## src/rtl/bunch_event_counter_pkg.sv

```systemverilog
// Shared widths, LHC constants and the trigger-record layout for the bunch/event counter.
// No logic; no latency; no backpressure.
// Pure definitions, imported by every file of this block.
package bunch_counter_pkg;

    localparam int LHC_ORBIT_LEN = 3564;
    localparam int DEF_BUNCH_W   = 12;
    localparam int DEF_EVENT_W   = 24;
    localparam int DEF_ORBIT_W   = 16;

    // Record in default widths; parametrised instances pack the same field order.
    typedef struct packed {
        logic [DEF_EVENT_W-1:0] evt;
        logic [DEF_BUNCH_W-1:0] bunch;
        logic [DEF_ORBIT_W-1:0] orbit;
    } rec_t;

    localparam int REC_W = $bits(rec_t);

    function automatic int rec_width(input int event_w, input int bunch_w, input int orbit_w);
        return event_w + bunch_w + orbit_w;
    endfunction

endpackage

```

## src/rtl/bunch_event_counter_if.sv

```systemverilog
// Trigger-record valid/ready channel toward the readout packetiser.
// No logic; no latency; backpressure via rec_ready.
// master drives the record, slave consumes it.
interface bunch_event_counter_if
    import bunch_counter_pkg::*;
#(
    parameter int EVENT_W = DEF_EVENT_W,
    parameter int BUNCH_W = DEF_BUNCH_W,
    parameter int ORBIT_W = DEF_ORBIT_W
);
    logic               rec_valid;
    logic               rec_ready;
    logic [EVENT_W-1:0] rec_event;
    logic [BUNCH_W-1:0] rec_bunch;
    logic [ORBIT_W-1:0] rec_orbit;

    modport master (output rec_valid, rec_event, rec_bunch, rec_orbit, input rec_ready);
    modport slave  (input rec_valid, rec_event, rec_bunch, rec_orbit, output rec_ready);
endinterface

```

## src/rtl/bunch_event_counter_record_fifo.sv

```systemverilog
// Generic synchronous first-word-fall-through FIFO with full/empty.
// Latency: a write is visible on rd_dat the cycle after it is accepted.
// Backpressure: writes refused when full unless a read happens in the same cycle.
module bec_record_fifo #(
    parameter int WIDTH = 52,
    parameter int DEPTH = 8
) (
    input  logic             clk,
    input  logic             rst,
    input  logic             wr_vld,
    input  logic [WIDTH-1:0] wr_dat,
    input  logic             rd_rdy,
    output logic             rd_vld,
    output logic [WIDTH-1:0] rd_dat,
    output logic             full,
    output logic             empty
);
    localparam int AW = $clog2(DEPTH);

    logic [WIDTH-1:0] mem [DEPTH];
    logic [AW:0]      wr_ptr;
    logic [AW:0]      rd_ptr;
    logic             rd_fire;
    logic             wr_fire;

    assign empty   = (wr_ptr == rd_ptr);
    assign full    = (wr_ptr[AW] != rd_ptr[AW]) && (wr_ptr[AW-1:0] == rd_ptr[AW-1:0]);
    assign rd_vld  = !empty;
    assign rd_fire = rd_rdy && !empty;
    assign wr_fire = wr_vld && (!full || rd_fire);
    // Gate the head word so a flushed FIFO presents zeros rather than stale data.
    assign rd_dat  = empty ? '0 : mem[rd_ptr[AW-1:0]];

    always_ff @(posedge clk) begin
        if (wr_fire) begin
            mem[wr_ptr[AW-1:0]] <= wr_dat;
        end
    end

    always_ff @(posedge clk or negedge rst) begin
        if (!rst) begin
            wr_ptr <= '0;
            rd_ptr <= '0;
        end else begin
            if (wr_fire) wr_ptr <= wr_ptr + (AW+1)'(1);
            if (rd_fire) rd_ptr <= rd_ptr + (AW+1)'(1);
        end
    end
endmodule

```

## src/rtl/bunch_event_counter.sv

```systemverilog
// LHC bunch/orbit/event counter stamping L1 triggers into a record FIFO; BUNCH_ORBIT_CHECK_EN adds the BC0 phase check.
// Latency: counters update on the edge after their strobe; a record reaches rec_valid one cycle after t1.
// Backpressure: rec_ready stalls the FIFO; triggers arriving while full are dropped and counted.
module bunch_event_counter
    import bunch_counter_pkg::*;
#(
    parameter int BUNCH_W    = DEF_BUNCH_W,
    parameter int EVENT_W    = DEF_EVENT_W,
    parameter int ORBIT_W    = DEF_ORBIT_W,
    parameter int ORBIT_LEN  = LHC_ORBIT_LEN,
    parameter int BC0_OFFSET = 0,
    parameter int FIFO_DEPTH = 8
) (
    input  logic                  clk,
    input  logic                  rst,
    input  logic                  bc_tick,
    input  logic                  bc0,
    input  logic                  ec0,
    input  logic                  t1,
    output logic [BUNCH_W-1:0]    bunch_number,
    output logic [ORBIT_W-1:0]    orbit_number,
    output logic [EVENT_W-1:0]    event_number,
    bunch_event_counter_if.master rec,
    output logic                  fifo_ovf,
    output logic [7:0]            drop_count,
    output logic                  orbit_err
);
    localparam int                 RW       = rec_width(EVENT_W, BUNCH_W, ORBIT_W);
    localparam logic [BUNCH_W-1:0] WRAP_VAL = BUNCH_W'(ORBIT_LEN - 1);
    localparam logic [BUNCH_W-1:0] OFFSET   = BUNCH_W'(BC0_OFFSET);

    logic               at_wrap;
    logic               orbit_inc;
    logic [EVENT_W-1:0] event_next;
    logic               fifo_full;
    logic               fifo_empty;
    logic               pop;
    logic               push;
    logic               drop;
    logic [RW-1:0]      rd_dat;

    assign at_wrap   = (bunch_number == WRAP_VAL);
    // bc0 and the natural wrap coincide on a well-phased orbit: count it once.
    assign orbit_inc = bc_tick && (bc0 || at_wrap);

    always_comb begin
        event_next = event_number;
        if (ec0)     event_next = t1 ? EVENT_W'(1) : '0;
        else if (t1) event_next = event_number + EVENT_W'(1);
    end

    assign pop  = rec.rec_valid && rec.rec_ready;
    assign push = t1 && (!fifo_full || pop);
    assign drop = t1 && fifo_full && !pop;

    always_ff @(posedge clk or negedge rst) begin
        if (!rst) begin
            bunch_number <= '0;
            orbit_number <= '0;
            event_number <= '0;
            fifo_ovf     <= 1'b0;
            drop_count   <= '0;
        end else begin
            if (bc_tick) begin
                if (bc0)          bunch_number <= OFFSET;
                else if (at_wrap) bunch_number <= '0;
                else              bunch_number <= bunch_number + BUNCH_W'(1);
            end
            if (orbit_inc) orbit_number <= orbit_number + ORBIT_W'(1);
            event_number <= event_next;
            if (drop) begin
                fifo_ovf <= 1'b1;
                if (drop_count != 8'hff) drop_count <= drop_count + 8'd1;
            end
        end
    end

    // Stamp uses the registered (pre-update) bunch/orbit of the trigger cycle.
    bec_record_fifo #(
        .WIDTH (RW),
        .DEPTH (FIFO_DEPTH)
    ) u_fifo (
        .clk    (clk),
        .rst    (rst),
        .wr_vld (push),
        .wr_dat ({event_next, bunch_number, orbit_number}),
        .rd_rdy (rec.rec_ready),
        .rd_vld (rec.rec_valid),
        .rd_dat (rd_dat),
        .full   (fifo_full),
        .empty  (fifo_empty)
    );

    assign {rec.rec_event, rec.rec_bunch, rec.rec_orbit} = rd_dat;

`ifdef BUNCH_ORBIT_CHECK_EN
    logic bc0_seen;

    always_ff @(posedge clk or negedge rst) begin
        if (!rst) begin
            bc0_seen  <= 1'b0;
            orbit_err <= 1'b0;
        end else if (bc_tick && bc0) begin
            bc0_seen <= 1'b1;
            if (bc0_seen && !at_wrap) orbit_err <= 1'b1;
        end
    end
`else
    assign orbit_err = 1'b0;
`endif

endmodule

```

## src/flat_wrapper.sv

```systemverilog
// flat-port wrapper written by rule: the top's interface ports become plain ports
module bunch_event_counter_flat import bunch_counter_pkg::*;
#(
    parameter int BUNCH_W    = DEF_BUNCH_W,
    parameter int EVENT_W    = DEF_EVENT_W,
    parameter int ORBIT_W    = DEF_ORBIT_W,
    parameter int ORBIT_LEN  = LHC_ORBIT_LEN,
    parameter int BC0_OFFSET = 0,
    parameter int FIFO_DEPTH = 8
)
  (clk, rst, bc_tick, bc0, ec0, t1, bunch_number, orbit_number, event_number, fifo_ovf, drop_count, orbit_err, rec_rec_valid, rec_rec_event, rec_rec_bunch, rec_rec_orbit, rec_rec_ready);
  bunch_event_counter_if #(.EVENT_W(EVENT_W), .BUNCH_W(BUNCH_W), .ORBIT_W(ORBIT_W)) rec_i ();
  input  logic clk;
  input  logic rst;
  input  logic bc_tick;
  input  logic bc0;
  input  logic ec0;
  input  logic t1;
  output logic [BUNCH_W-1:0] bunch_number;
  output logic [ORBIT_W-1:0] orbit_number;
  output logic [EVENT_W-1:0] event_number;
  output logic fifo_ovf;
  output logic [7:0] drop_count;
  output logic orbit_err;
  output wire logic [$bits(rec_i.rec_valid)-1:0] rec_rec_valid;
  output wire logic [$bits(rec_i.rec_event)-1:0] rec_rec_event;
  output wire logic [$bits(rec_i.rec_bunch)-1:0] rec_rec_bunch;
  output wire logic [$bits(rec_i.rec_orbit)-1:0] rec_rec_orbit;
  input wire logic [$bits(rec_i.rec_ready)-1:0] rec_rec_ready;
  assign rec_rec_valid = rec_i.rec_valid;
  assign rec_rec_event = rec_i.rec_event;
  assign rec_rec_bunch = rec_i.rec_bunch;
  assign rec_rec_orbit = rec_i.rec_orbit;
  assign rec_i.rec_ready = rec_rec_ready;
  bunch_event_counter #(.BUNCH_W(BUNCH_W), .EVENT_W(EVENT_W), .ORBIT_W(ORBIT_W), .ORBIT_LEN(ORBIT_LEN), .BC0_OFFSET(BC0_OFFSET), .FIFO_DEPTH(FIFO_DEPTH)) u_core (.clk(clk), .rst(rst), .bc_tick(bc_tick), .bc0(bc0), .ec0(ec0), .t1(t1), .bunch_number(bunch_number), .orbit_number(orbit_number), .event_number(event_number), .rec(rec_i), .fifo_ovf(fifo_ovf), .drop_count(drop_count), .orbit_err(orbit_err));
endmodule
```

## config.mk

```make
export PLATFORM = sky130hd
export DESIGN_NAME = bunch_event_counter_flat
export DESIGN_NICKNAME = d
export VERILOG_FILES = /design/src/rtl/bunch_event_counter_pkg.sv /design/src/rtl/bunch_event_counter_if.sv /design/src/rtl/bunch_event_counter_record_fifo.sv /design/src/rtl/bunch_event_counter.sv /design/src/flat_wrapper.sv
export SDC_FILE = /design/constraint.sdc
export NUM_CORES = 1
export LEC_CHECK = 0
export ABC_CLOCK_PERIOD_IN_PS = 7800
export BUFFER_PORTS_ARGS = -buffer_cell sky130_fd_sc_hd__buf_2
export CAP_MARGIN = 20
export CORE_ASPECT_RATIO = 0.9
export CORE_MARGIN = 1
export CORE_UTILIZATION = 60
export CTS_BUF_LIST = sky130_fd_sc_hd__clkbuf_4 sky130_fd_sc_hd__clkbuf_8 sky130_fd_sc_hd__clkbuf_16
export DETAILED_ROUTE_END_ITERATION = 8
export PLACE_DENSITY = 0.83
export SYNTH_ARGS = -nofsm -noshare
export SYNTH_HDL_FRONTEND = slang
export SYNTH_SLANG_ARGS = --single-unit
```

## constraint.sdc

```tcl
create_clock -name clk -period 7.8 [get_ports clk]
set_input_delay 0 -clock clk [delete_from_list [all_inputs] [get_ports clk]]
set_output_delay 0 -clock clk [all_outputs]
set_load 0.02 [all_outputs]
```

Word level (Yosys, flattened, before mapping)

Memory sizes are Yosys's and may differ from the RTL's.
Cells that the tools add are included.

Bits in registers: 69
Latch bits: 0
Bits in writable memories: 416
ROM bits: 0
Bits of input ports: 7
Output and inout port bits: 115
Word-level logic and storage cells: 40
Memories kept: 1

Memory list:

| memory            | words | width | rd ports | clocked after memory_dff | write ports | RTL line                              | text |
|---|---|---|---|---|---|---|---|
| u_core.u_fifo.mem | 8     | 52    | 1        | 0                        | 1           | bunch_event_counter_record_fifo.sv:20 | `logic [WIDTH-1:0] mem [DEPTH];` |

$add $sub $neg: 6
$mul: 0
Div/mod/pow operators: 0
$lt $le $gt $ge: 0
Eq/ne operators: 5
Shift-type cells: 0
Multiplexer cells: 8
Bitwise operators: 0
Reductions and logical operators: 13

Operators with widths:

| operator                | number |
|---|---|
| $mux W52                | 1 |
| $mux W24                | 2 |
| $add A24 B1 Y24 const B | 1 |
| $mux W12                | 2 |
| $add A16 B1 Y16 const B | 1 |
| $add A12 B1 Y12 const B | 1 |
| $eq A12 B12 Y1 const B  | 1 |
| $add A4 B1 Y4 const B   | 2 |
| $add A8 B1 Y8 const B   | 1 |
| $ne A8 B8 Y1 const B    | 1 |
| $logic_and A1 B1 Y1     | 7 |
| $eq A4 B4 Y1            | 1 |
| $eq A3 B3 Y1            | 1 |
| $logic_not A1 Y1        | 3 |
| $mux W1                 | 3 |
| $logic_or A1 B1 Y1      | 2 |
| $reduce_and A2 Y1       | 1 |
| $ne A1 B1 Y1            | 1 |

Depth between registers and ports, before layout

Gate-level depths: netlist of the first run.

Depth after elaboration: 8
Depth in mapped cells: 7
Gate-level depth less buffers: 5

By module

Synthesis of the first run repeated with hierarchy kept, for this count alone.

Cell total of the unflattened synthesis: 1005
Area, all modules: 19327.3 um^2

Modules (own cells, without submodules):

| module              | times used | cells each | area an instance (um^2) | sequential area each (um^2) |
|---|---|---|---|---|
| bec_record_fifo     | 1          | 715        | 16374.5                 | 12692.2 |
| bunch_event_counter | 1          | 290        | 2952.8                  | 1526.5 |

Worst setup path after synthesis of the first run

OpenSTA, ideal clock, no wires.

Path type: register to register
From: reg u_core.u_fifo.rd_ptr[2]
To: mem u_core.u_fifo.mem[0][0], enable pin
Setup time: 0.591 ns
Data arrival time: 5.890 ns
Data required time: 7.209 ns
Slack: 1.319 ns
Cell stages (with the launch flop): 6
Buffers on the path: 1
Clock period less this slack: 6.481 ns
Path through: dfrtp_1 -> buf_2 -> xnor2_1 -> nand3_1 -> o21ai_1 -> nor4_1

Word-level cells in the longest chain between the ends: 8
Elaborated cells between the ends (all ways): 11
Classes of those cells: eq/ne: 2; mux: 2; reduce/logical: 7

Ends and longest elaborated chain:

| what                                                           | RTL line                                                                                                            | text |
|---|---|---|
| start, declared                                                | bunch_event_counter_record_fifo.sv:22                                                                               | `logic [AW:0] rd_ptr;` |
| start signal, assigned                                         | bunch_event_counter_record_fifo.sv:46                                                                               | `if (rd_fire) rd_ptr <= rd_ptr + (AW+1)'(1);` |
| $eq A4 B4 Y1 / $eq A3 B3 Y1 (equally long branches)            | bunch_event_counter_record_fifo.sv:26, bunch_event_counter_record_fifo.sv:27                                        |  |
| $logic_not A1 Y1 / $logic_and A1 B1 Y1 (equally long branches) | bunch_event_counter_record_fifo.sv:28, bunch_event_counter_record_fifo.sv:29, bunch_event_counter_record_fifo.sv:27 |  |
| $logic_and A1 B1 Y1 / $logic_not A1 Y1 (equally long branches) | --                                                                                                                  |  |
| $logic_or A1 B1 Y1 *                                           | bunch_event_counter_record_fifo.sv:30, bunch_event_counter.sv:53                                                    |  |
| $logic_and A1 B1 Y1                                            | bunch_event_counter.sv:53                                                                                           | `assign push = t1 && (!fifo_full \|\| pop);` |
| $logic_and A1 B1 Y1 *                                          | bunch_event_counter_record_fifo.sv:30                                                                               | `assign wr_fire = wr_vld && (!full \|\| rd_fire);` |
| $mux W1 *                                                      | bunch_event_counter_record_fifo.sv:35                                                                               | `if (wr_fire) begin` |
| $mux W1 (not written as such) *                                | bunch_event_counter_record_fifo.sv:36                                                                               | `mem[wr_ptr[AW-1:0]] <= wr_dat;` |
| end, declared                                                  | bunch_event_counter_record_fifo.sv:20                                                                               |  |

Mark *: on every way between the ends. The rest lies on a longest branch, timed or not.

Final worst setup path of the first run

From: reg u_core.u_fifo.rd_ptr[0]
To: out rec_rec_event[0]

Word-level cells in the longest chain between the ends: 2
Elaborated cells between the ends (all ways): 3
Classes of those cells: eq/ne: 1; mux: 1; memory: 1

Ends and longest elaborated chain:

| what                                                  | RTL line                              | text |
|---|---|---|
| $mem_v2 Z8 W52 / $eq A4 B4 Y1 (equally long branches) | --                                    |  |
| $mux W52 *                                            | bunch_event_counter_record_fifo.sv:32 | `assign rd_dat = empty ? '0 : mem[rd_ptr[AW-1:0]];` |
| end, declared                                         | flat_wrapper.sv:26                    | `output wire logic [$bits(rec_i.rec_event)-1:0] rec_rec_event;` |

Marked as above.

==> results of run 1 <==
[path summary, 6_finish.rpt]
| kind | start | to | cells past startpoint |
|---|---|---|---|
| max | u_core.u_fifo.rd_ptr[0] | rec_rec_event[0] | 6 |
| min | rst | u_core.event_number[19] | 2 |
| max reg2reg | u_core.u_fifo.rd_ptr[1] | u_core.u_fifo.mem[4][27] | 5 |
| min reg2reg | u_core.fifo_ovf | u_core.fifo_ovf | 1 |
| max in group asynchronous | rst | u_core.u_fifo.rd_ptr[2] | 2 |
| min in group clk | ec0 | u_core.event_number[10] | 2 |
[metrics by stage]
step	area, µm²	util, %	setup slack, ns	hold WS [ns]
2_1_floorplan	19310	-	1.319	-0.2956
3_3_place_gp	20310	64.90	4.277	0.2108
3_5_place_dp	20310	64.90	4.247	0.1902
4_1_cts	21860	69.86	3.600	0.1534
5_1_grt	21870	69.88	3.394	0.2333
6_report	21870	69.88	3.729	0.1411
[cells by family (layout without fill, tap and decap cells)]
kind of cell,count (synthesis),in the layout,share of synthesized area [%]
other,1,1,0.01942
xor gates and xnor gates,47,47,2.132
and+or+nand+nor,202,202,5.528
AOI/OAI and AO/OA,41,41,1.322
muxes,164,164,15.28
buffers and inverters,68,238,1.691
DFF,485,485,73.64
adders and majority gates,6,6,0.3888
[report_power, final]
part | total, mW | switching, mW | internal (mW) | leakage, nW
Sequential | 3.55 | 0.296 | 3.26 | 4.74
Combinational | 2.57 | 1.53 | 1.04 | 2.40
Clock | 2.22 | 0.922 | 1.30 | 0.751
Total | 8.35 | 2.75 | 5.60 | 7.89
[Yosys cell counts, drive strengths merged, types with 7 or more instances]
cell / n
nor3: 15
buf: 37
and4: 7
inv: 14
nand3: 21
or4: 9
dfrtp: 69
edfxtp: 416
a21oi: 15
clkbuf: 17
and3: 7
o21ai: 7
o31ai: 9
nand4: 15
mux4: 104
nor2: 74
xor2: 28
nand2: 24
xnor2: 19
mux2i: 54
nand2b: 7
[state kept, by name (all words and copies together), names as in the netlist]
| name | cells |
|---|---|
| u_core.bunch_number | 12 |
| u_core.u_fifo.wr_ptr | 4 |
| u_core.event_number | 24 |
| u_core.drop_count | 8 |
| u_core.orbit_number | 16 |
| u_core.u_fifo.rd_ptr | 4 |
| u_core.u_fifo.mem | 416 |
| u_core.fifo_ovf | 1 |
[layout make-up]
| cell class | count | area, µm² | share of cell area, % |
|---|---|---|---|
| tap | 409 | 511.7 | 2.340 |
| inverter | 14 | 52.55 | 0.2403 |
| clock buffer | 62 | 1295 | 5.922 |
| clock inverter | 22 | 207.7 | 0.9498 |
| sequential | 485 | 14230 | 65.07 |
| multi-input combinational | 461 | 4806 | 21.98 |
| timing repair buffer | 140 | 765.7 | 3.502 |
[timing repair]
action | in CTS | in global routing
buffers inserted | 0 | 0
endpoints found under the hold margin | 84 | 0
hold buffers | 5 | 0
[worst max-delay path: stages, from the launching register on]
cell,delay (ns)
dfrtp_4,0.71
buf_4,0.71
buf_4,0.85
mux4_2,0.62
mux2i_1,0.32
nor2_1,0.07
buf_2,0.18
[routing by layer]
layer  vias up  part of all wire, %  global-route usage [%]  wire length, µm
li1       4301                    -                       -                -
met5         -                    0                       0                0
met3       131                  7.6                   4.080             3180
met1      5287                   39                   35.98            16260
met2       555                   50                   44.61            21080
met4         0                  3.1                   9.455             1276
==> results.sh, run 1 <==
export IMPL_outcome="complete, no violations"
export IMPL_die_area_um2=32900
export IMPL_tightestPinTransition_ns=1.014
export IMPL_timing_fmax_mhz=245.6
export IMPL_cts_reportedPaths_clkPinSlew_ns=0.07
export IMPL_vdd_ir_drop_worst_mv=0.2970
export IMPL_drtIter0Drc=988
export IMPL_root_buffer="clkbuf_16"
export IMPL_final_min_clock_period_ns=4.071
export IMPL_worst_ep_arrival_time_ns=4.07
export IMPL_wl_um=41800
export IMPL_final_hold_viol_count=0
export IMPL_layout_commonest_cell="edfxtp_1"
export IMPL_post_place_cells=1503
export IMPL_start_kind="register"
export IMPL_tritoncts="done"
export IMPL_final_cell_mix="416 x edfxtp_1, 119 x buf_2, 104 x mux4_2"
export IMPL_antenna_found_initial=0
export IMPL_final_layout_size_suffix_gt1_share_pct=28.46
export IMPL_ys_ff_latch=485
export IMPL_min_path_type="primary input to async pin"
export IMPL_grt_pass1_vias=10520
export IMPL_cts_sinks=485
export IMPL_synth_top_area_cell="edfxtp_1"
export IMPL_syn_nets=1027
export IMPL_fin_crit_sh_pct=52.20
export IMPL_io_buffers=120
export IMPL_viasPerCell=6.449
export IMPL_wire_per_inst_um=26.24
export IMPL_synthDistinctLibCells=49
export IMPL_place_detailed_hpwl_um=22380
export IMPL_power_mw=8.347
export IMPL_dieWidth_um=191.1
export IMPL_cts_resized=0
export IMPL_grt_pass1_wl_um=63600
export IMPL_synth_flop_cell="edfxtp_1"
export IMPL_yosys_warnings=0
export IMPL_fp_dieH_um=172.2
export IMPL_drc_errors=0
export IMPL_fillers=1886
export IMPL_netlist_instances=1014
export IMPL_synth_top_area_share_pct=64.70
export IMPL_rows=61
export IMPL_power_leakage_nw=7.892
export IMPL_synth_area_leaders="edfxtp_1 65%, mux4_2 12%, dfrtp_1 8.9%"
export IMPL_initial_core_util_pct=61.70
export IMPL_netlist_area_um2=19310
export IMPL_num_antenna_cells=0
export IMPL_path_max_fanout=47
export IMPL_clockBufferDepth=3
export IMPL_crit_type="register to output port"
export IMPL_slew_headroom_pct=32.38
export IMPL_nets=1160
export IMPL_grt_start_max_net_pins=70
export IMPL_synth_edf_count=416
export IMPL_io_pins=122
export IMPL_crit_required_ns=7.80
export IMPL_endpoint_kind="output port"
export IMPL_seq_area_frac_synth_pct=73.64
export IMPL_cap_violations=0
export IMPL_power_density_nw_per_um2=381.7
export IMPL_drtAntennaViolNets=0
export IMPL_vias=10270
export IMPL_clk_latency_ns=0.55
export IMPL_numCtsBuffers=45
export IMPL_setup_viol=0
export IMPL_r2r_slack_ns=4.22
export IMPL_skew_ns=0.01582
export IMPL_async_flop_share_pct=14.23
export IMPL_dr_pass1_iters=7
export IMPL_htree_num_levels=2
export IMPL_finalWeightedCongestion=0.8443
export IMPL_rsz0062_at_grt="no"
export IMPL_syn_to_final_growth_pct=13.26
export IMPL_grt_overflow=0
export IMPL_syn_area_per_cell_um2=19.04
export IMPL_track_usage_pct=26.58
export IMPL_instances_no_fill=1593
export IMPL_coreArea_um2=31290
export IMPL_slew_viol_final=0
export IMPL_fin_setup_tns_ns=0
Note: power is estimated with default switching activity, not from simulation.
==> run 2, diff against run 1 <==
Settings changed: ABC_CLOCK_PERIOD_IN_PS 7800 to 3290, CORE_UTILIZATION 60 to 54, PLACE_DENSITY 0.83 to 0.79.
Clock period 7.8 ns to 3.29 ns, I/O delays scaled along.
==> run 2 against run 1 <==
Effect of this change: routed wire length fell by 2.8%; sequential power rose by 130%; worst setup slack got worse by 3.3 ns; final cell count rose by 4.1%; power rose by 140%; clock skew fell by 0.0050 ns; first-iteration DRC count fell by 4.5%; final area rose by 1.1%; sequential cell count did not move; clock power rose by 130%; critical path depth fell by 1; critical path type unchanged; largest cell class unchanged.
==> results.sh, run 2 (synthesis results as in run 1) <==
export IMPL_outcome="complete, no violations"
export IMPL_slowest_stage="buf_12"
export IMPL_final_min_clock_period_ns=2.878
export IMPL_drtAntennaViolNets=0
export IMPL_coreArea_um2=35130
export IMPL_syn_to_final_growth_pct=14.53
export IMPL_skew_ns=0.01078
export IMPL_setup_viol=0
export IMPL_largest_reg_flops=416
export IMPL_cts_resized=0
export IMPL_grt_overflow=0
export IMPL_track_usage_pct=22.67
export IMPL_power_density_nw_per_um2=896.1
export IMPL_timing_fmax_mhz=347.4
export IMPL_worst_ep_arrival_time_ns=2.88
export IMPL_power_leakage_nw=7.949
export IMPL_root_buffer="clkbuf_16"
export IMPL_wl_um=40640
export IMPL_critical_path_buf_inv_count=2
export IMPL_cts_hold_buf=7
export IMPL_io_pins=122
export IMPL_grt_pass1_vias=10390
export IMPL_fin_util_pct=62.94
export IMPL_endpoint_kind="output port"
export IMPL_start_kind="register"
export IMPL_final_hold_viol_count=0
export IMPL_drtIter0Drc=944
export IMPL_finalWeightedCongestion=0.7853
export IMPL_vdd_ir_drop_worst_mv=0.6804
export IMPL_die_area_um2=36520
export IMPL_clk_latency_ns=0.54
export IMPL_clockBufferDepth=3
export IMPL_worstReg2RegEnd="u_core.u_fifo.mem[6][36]"
export IMPL_viasPerCell=6.100
export IMPL_crit_required_ns=3.29
export IMPL_instances_no_fill=1659
export IMPL_initial_core_util_pct=54.96
export IMPL_rows=65
export IMPL_fillers=2369
export IMPL_nets=1166
export IMPL_setup_ws_ns=0.4118
export IMPL_cap_violations=0
export IMPL_slew_headroom_pct=23.05
export IMPL_vias=10120
export IMPL_cts_sinks=485
export IMPL_cp_num_cells=5
export IMPL_htree_num_levels=2
export IMPL_final_layout_size_suffix_gt1_share_pct=28.49
export IMPL_seqCellArea_um2=14230
export IMPL_fin_setup_tns_ns=0
export IMPL_io_buffers=120
export IMPL_min_path_type="primary input to async pin"
export IMPL_slew_viol_final=0
export IMPL_r2r_slack_ns=0.58
export IMPL_grt_pass1_wl_um=62460
export IMPL_wire_per_inst_um=24.50
export IMPL_final_cell_mix="416 x edfxtp_1, 119 x buf_2, 104 x mux4_2"
export IMPL_tritoncts="done"
export IMPL_drc_errors=0
export IMPL_rsz0062_at_grt="no"
export IMPL_dieWidth_um=201.3
export IMPL_post_place_ws_ns=0.5531
export IMPL_numCtsBuffers=45
export IMPL_dr_pass1_iters=5
export IMPL_power_mw=19.82
export IMPL_antenna_found_initial=0
export IMPL_fin_crit_sh_pct=87.48
export IMPL_r2r_start="u_core.u_fifo.wr_ptr[1]"
export IMPL_reg2regPathDepth=5
export IMPL_post_place_cells=1568
export IMPL_slowest_delay_ns=0.65
export IMPL_layout_commonest_cell="edfxtp_1"
export IMPL_path_max_fanout=107
export IMPL_place_detailed_hpwl_um=22120
export IMPL_fp_dieH_um=181.4
export IMPL_critPathTopFamily="multiplexers"
export IMPL_grt_start_max_net_pins=108
export IMPL_tightestPinTransition_ns=1.154
export IMPL_post_cts_buffers=0
export IMPL_cp_cell_sequence="buf_12 -> mux4_2 -> mux2i_1 -> nor2_1 -> buf_2"
export IMPL_crit_type="register to output port"
export IMPL_num_antenna_cells=0
export IMPL_cts_reportedPaths_clkPinSlew_ns=0.06
export IMPL_multi_input_area_um2=4840
==> run 2: cell count changes in the layout (fill, tap and decap cells not counted), moves of 2 or more <==
cell,before,now
nor3_4,0,4
clkbuf_4,14,8
dlygate4sd3_1,5,7
nor3_2,4,0
buf_12,0,8
clkbuf_8,1,4
clkinv_1,10,12
buf_4,16,12
==> run 2: layer usage <==
layer / up-vias / global-route usage (%) / wire [µm]
li1: 4329 / - / -
met1: 5209 / 31.23 / 16440
met2: 485 / 36.92 / 20090
met3: 97 / 3.607 / 2806
met4: 0 / 8.667 / 1303
met5: - / 0 / 0
==> run 2: area by class of cell <==
| type | instances | area share, % |
|---|---|---|
| sequential | 485 | 64.35 |
| multi-input combinational | 461 | 21.89 |
| clock buffer | 59 | 5.839 |
| timing repair buffer | 146 | 4.142 |
| tap | 469 | 2.654 |
| clock inverter | 25 | 0.8940 |
| inverter | 14 | 0.2376 |
==> run 2: per-stage QoR <==
step	hold slack, ns	instance area, µm²
after detailed placement	0.2059	20550
final	0.1574	22110
after global placement	0.1989	20550
after floorplan	-0.2956	19340
after CTS	0.1280	22110
after global routing	0.2011	22110
==> run 2: worst max-delay path by stage <==
stage,endpoint,slack [ns],from
final,rec_rec_event[0],0.41,u_core.u_fifo.rd_ptr[0]
after floorplan,u_core.u_fifo.mem[6][0],-0.56,u_core.u_fifo.wr_ptr[1]
after detailed placement,u_core.u_fifo.mem[6][38],0.55,u_core.u_fifo.wr_ptr[1]
after CTS,rec_rec_event[0],0.35,u_core.u_fifo.rd_ptr[0]
after global routing,rec_rec_event[0],0.25,u_core.u_fifo.rd_ptr[0]
after global placement,u_core.u_fifo.mem[6][36],0.64,u_core.u_fifo.wr_ptr[1]
==> run 2: power breakdown <==
part           leakage [nW]  switching, mW  internal [mW]
Clock                 0.738           2.16           3.00
Combinational          2.47           3.89           2.58
Sequential             4.74          0.462           7.72
Total                  7.95           6.52           13.3
==> run 2: worst reg2reg max path, cell delays in order (launching register included) <==
cell and delay, ns:
dfrtp_1 0.66, xnor2_1 0.15, nand3_1 0.14, o211ai_1 0.28, nor2_4 0.82, buf_12 0.34
==> run 3, diff against run 2 <==
Settings changed: PLACE_DENSITY 0.79 to 0.86.
==> run 3 against run 2 <==
Effect of this change: combinational power hardly changed; sequential share of layout area is 0.48 points lower; critical path depth stayed put; critical path type unchanged; critical endpoint unchanged.
==> results.sh, run 3 (synthesis results as in run 1) <==
export IMPL_outcome="complete, no violations"
export IMPL_die_area_um2=36520
export IMPL_power_density_nw_per_um2=905.4
export IMPL_initial_core_util_pct=54.96
export IMPL_root_buffer="clkbuf_16"
export IMPL_worst_ep_arrival_time_ns=2.81
export IMPL_power_leakage_nw=8.035
export IMPL_cts_reportedPaths_clkPinSlew_ns=0.06
export IMPL_vias=10060
export IMPL_setup_viol=0
export IMPL_instances_no_fill=1665
export IMPL_place_area_um2=20570
export IMPL_tritoncts="done"
export IMPL_min_path_type="primary input to async pin"
export IMPL_multi_input_area_um2=4840
export IMPL_io_buffers=120
export IMPL_cts_hold_buf=7
export IMPL_rows=65
export IMPL_num_antenna_cells=0
export IMPL_dieWidth_um=201.3
export IMPL_numCtsBuffers=47
export IMPL_grt_pass1_wl_um=60890
export IMPL_cts_sinks=485
export IMPL_io_pins=122
export IMPL_grt_start_max_net_pins=108
export IMPL_timing_fmax_mhz=355.5
export IMPL_final_min_clock_period_ns=2.813
export IMPL_cts_resized=0
export IMPL_drc_errors=0
export IMPL_final_cell_mix="416 x edfxtp_1, 119 x buf_2, 104 x mux4_2"
export IMPL_grt_overflow=0
export IMPL_endpoint_kind="output port"
export IMPL_place_detailed_hpwl_um=21450
export IMPL_seqCellArea_um2=14230
export IMPL_final_area_um2=22280
export IMPL_clk_latency_ns=0.55
export IMPL_fin_hold_ws_ns=0.1614
export IMPL_drtAntennaViolNets=0
export IMPL_fillers=2332
export IMPL_fin_crit_sh_pct=85.51
export IMPL_skew_ns=0.01768
export IMPL_largest_reg_flops=416
export IMPL_post_place_ws_ns=0.6306
export IMPL_tightestPinTransition_ns=0.9834
export IMPL_post_cts_buffers=0
export IMPL_start_kind="register"
export IMPL_viasPerCell=6.041
export IMPL_grt_pass1_vias=10210
export IMPL_crit_required_ns=3.29
export IMPL_fin_setup_tns_ns=0
export IMPL_final_layout_size_suffix_gt1_share_pct=29.26
export IMPL_slew_viol_final=0
export IMPL_setup_ws_ns=0.4768
export IMPL_antenna_found_initial=0
export IMPL_post_place_cells=1570
export IMPL_path_max_fanout=107
export IMPL_fp_dieH_um=181.4
export IMPL_crit_type="register to output port"
export IMPL_syn_to_final_growth_pct=15.38
export IMPL_slew_headroom_pct=34.44
export IMPL_htree_num_levels=2
export IMPL_clockBufferDepth=3
export IMPL_vdd_ir_drop_worst_mv=0.8513
export IMPL_track_usage_pct=21.93
export IMPL_layout_commonest_cell="edfxtp_1"
export IMPL_final_hold_viol_count=0
export IMPL_rsz0062_at_grt="no"
export IMPL_drtIter0Drc=874
export IMPL_dr_pass1_iters=5
export IMPL_fin_util_pct=63.41
export IMPL_power_mw=20.17
export IMPL_finalWeightedCongestion=0.8442
export IMPL_wire_per_inst_um=23.72
export IMPL_cap_violations=0
export IMPL_nets=1170
export IMPL_coreArea_um2=35130
export IMPL_wl_um=39490
[run 3: cell types whose count changed in the layout (fill, tap and decap cells not counted), sizes merged]
cell,before,now
buf,139,141
bufinv,3,6
clkinv,19,13
clkbuf,59,66
[run 3: final cells by class]
cell class	instances	area share (%)
Clock buffer	66	6.138
Clock inverter	22	1.219
Inverter	14	0.2359
Multi-Input combinational cell	461	21.72
Sequential cell	485	63.87
Tap cell	469	2.634
Timing Repair Buffer	148	4.178
[run 3: final timing paths]
path,start,to,slack [ns],cells past startpoint
worst max-delay path,u_core.u_fifo.rd_ptr[0],rec_rec_event[0],0.48,5
worst min-delay path,rst,u_core.fifo_ovf,0.16,2
worst max register to register,u_core.event_number[2],u_core.u_fifo.mem[7][49],0.58,4
worst min register to register,u_core.u_fifo.rd_ptr[3],u_core.u_fifo.rd_ptr[3],0.48,1
max in group asynchronous,rst,u_core.u_fifo.rd_ptr[1],2.37,2
min in group clk,ec0,u_core.event_number[8],0.20,2
[run 3: report_power, final]
group | total (mW) | switching, mW | internal, mW | leakage, nW
Clock | 5.55 | 2.17 | 3.38 | 0.814
Combinational | 6.45 | 3.88 | 2.58 | 2.48
Sequential | 8.16 | 0.449 | 7.72 | 4.74
Total | 20.2 | 6.50 | 13.7 | 8.03
[run 3: metal layers]
layer  share of wire, %  routed length (µm)  GRT usage, %
met1                 41               16300         31.26
met2                 51               19950         35.96
met3                6.1                2402         2.764
met4                2.1                 834         6.545
met5                  0                   0             0
[run 3: worst max-delay path, cell delays in order (launching register included)]
cell	delay, ns
dfrtp_4	0.43
buf_12	0.62
mux4_2	0.60
mux2i_1	0.32
nor2_1	0.06
buf_2	0.16
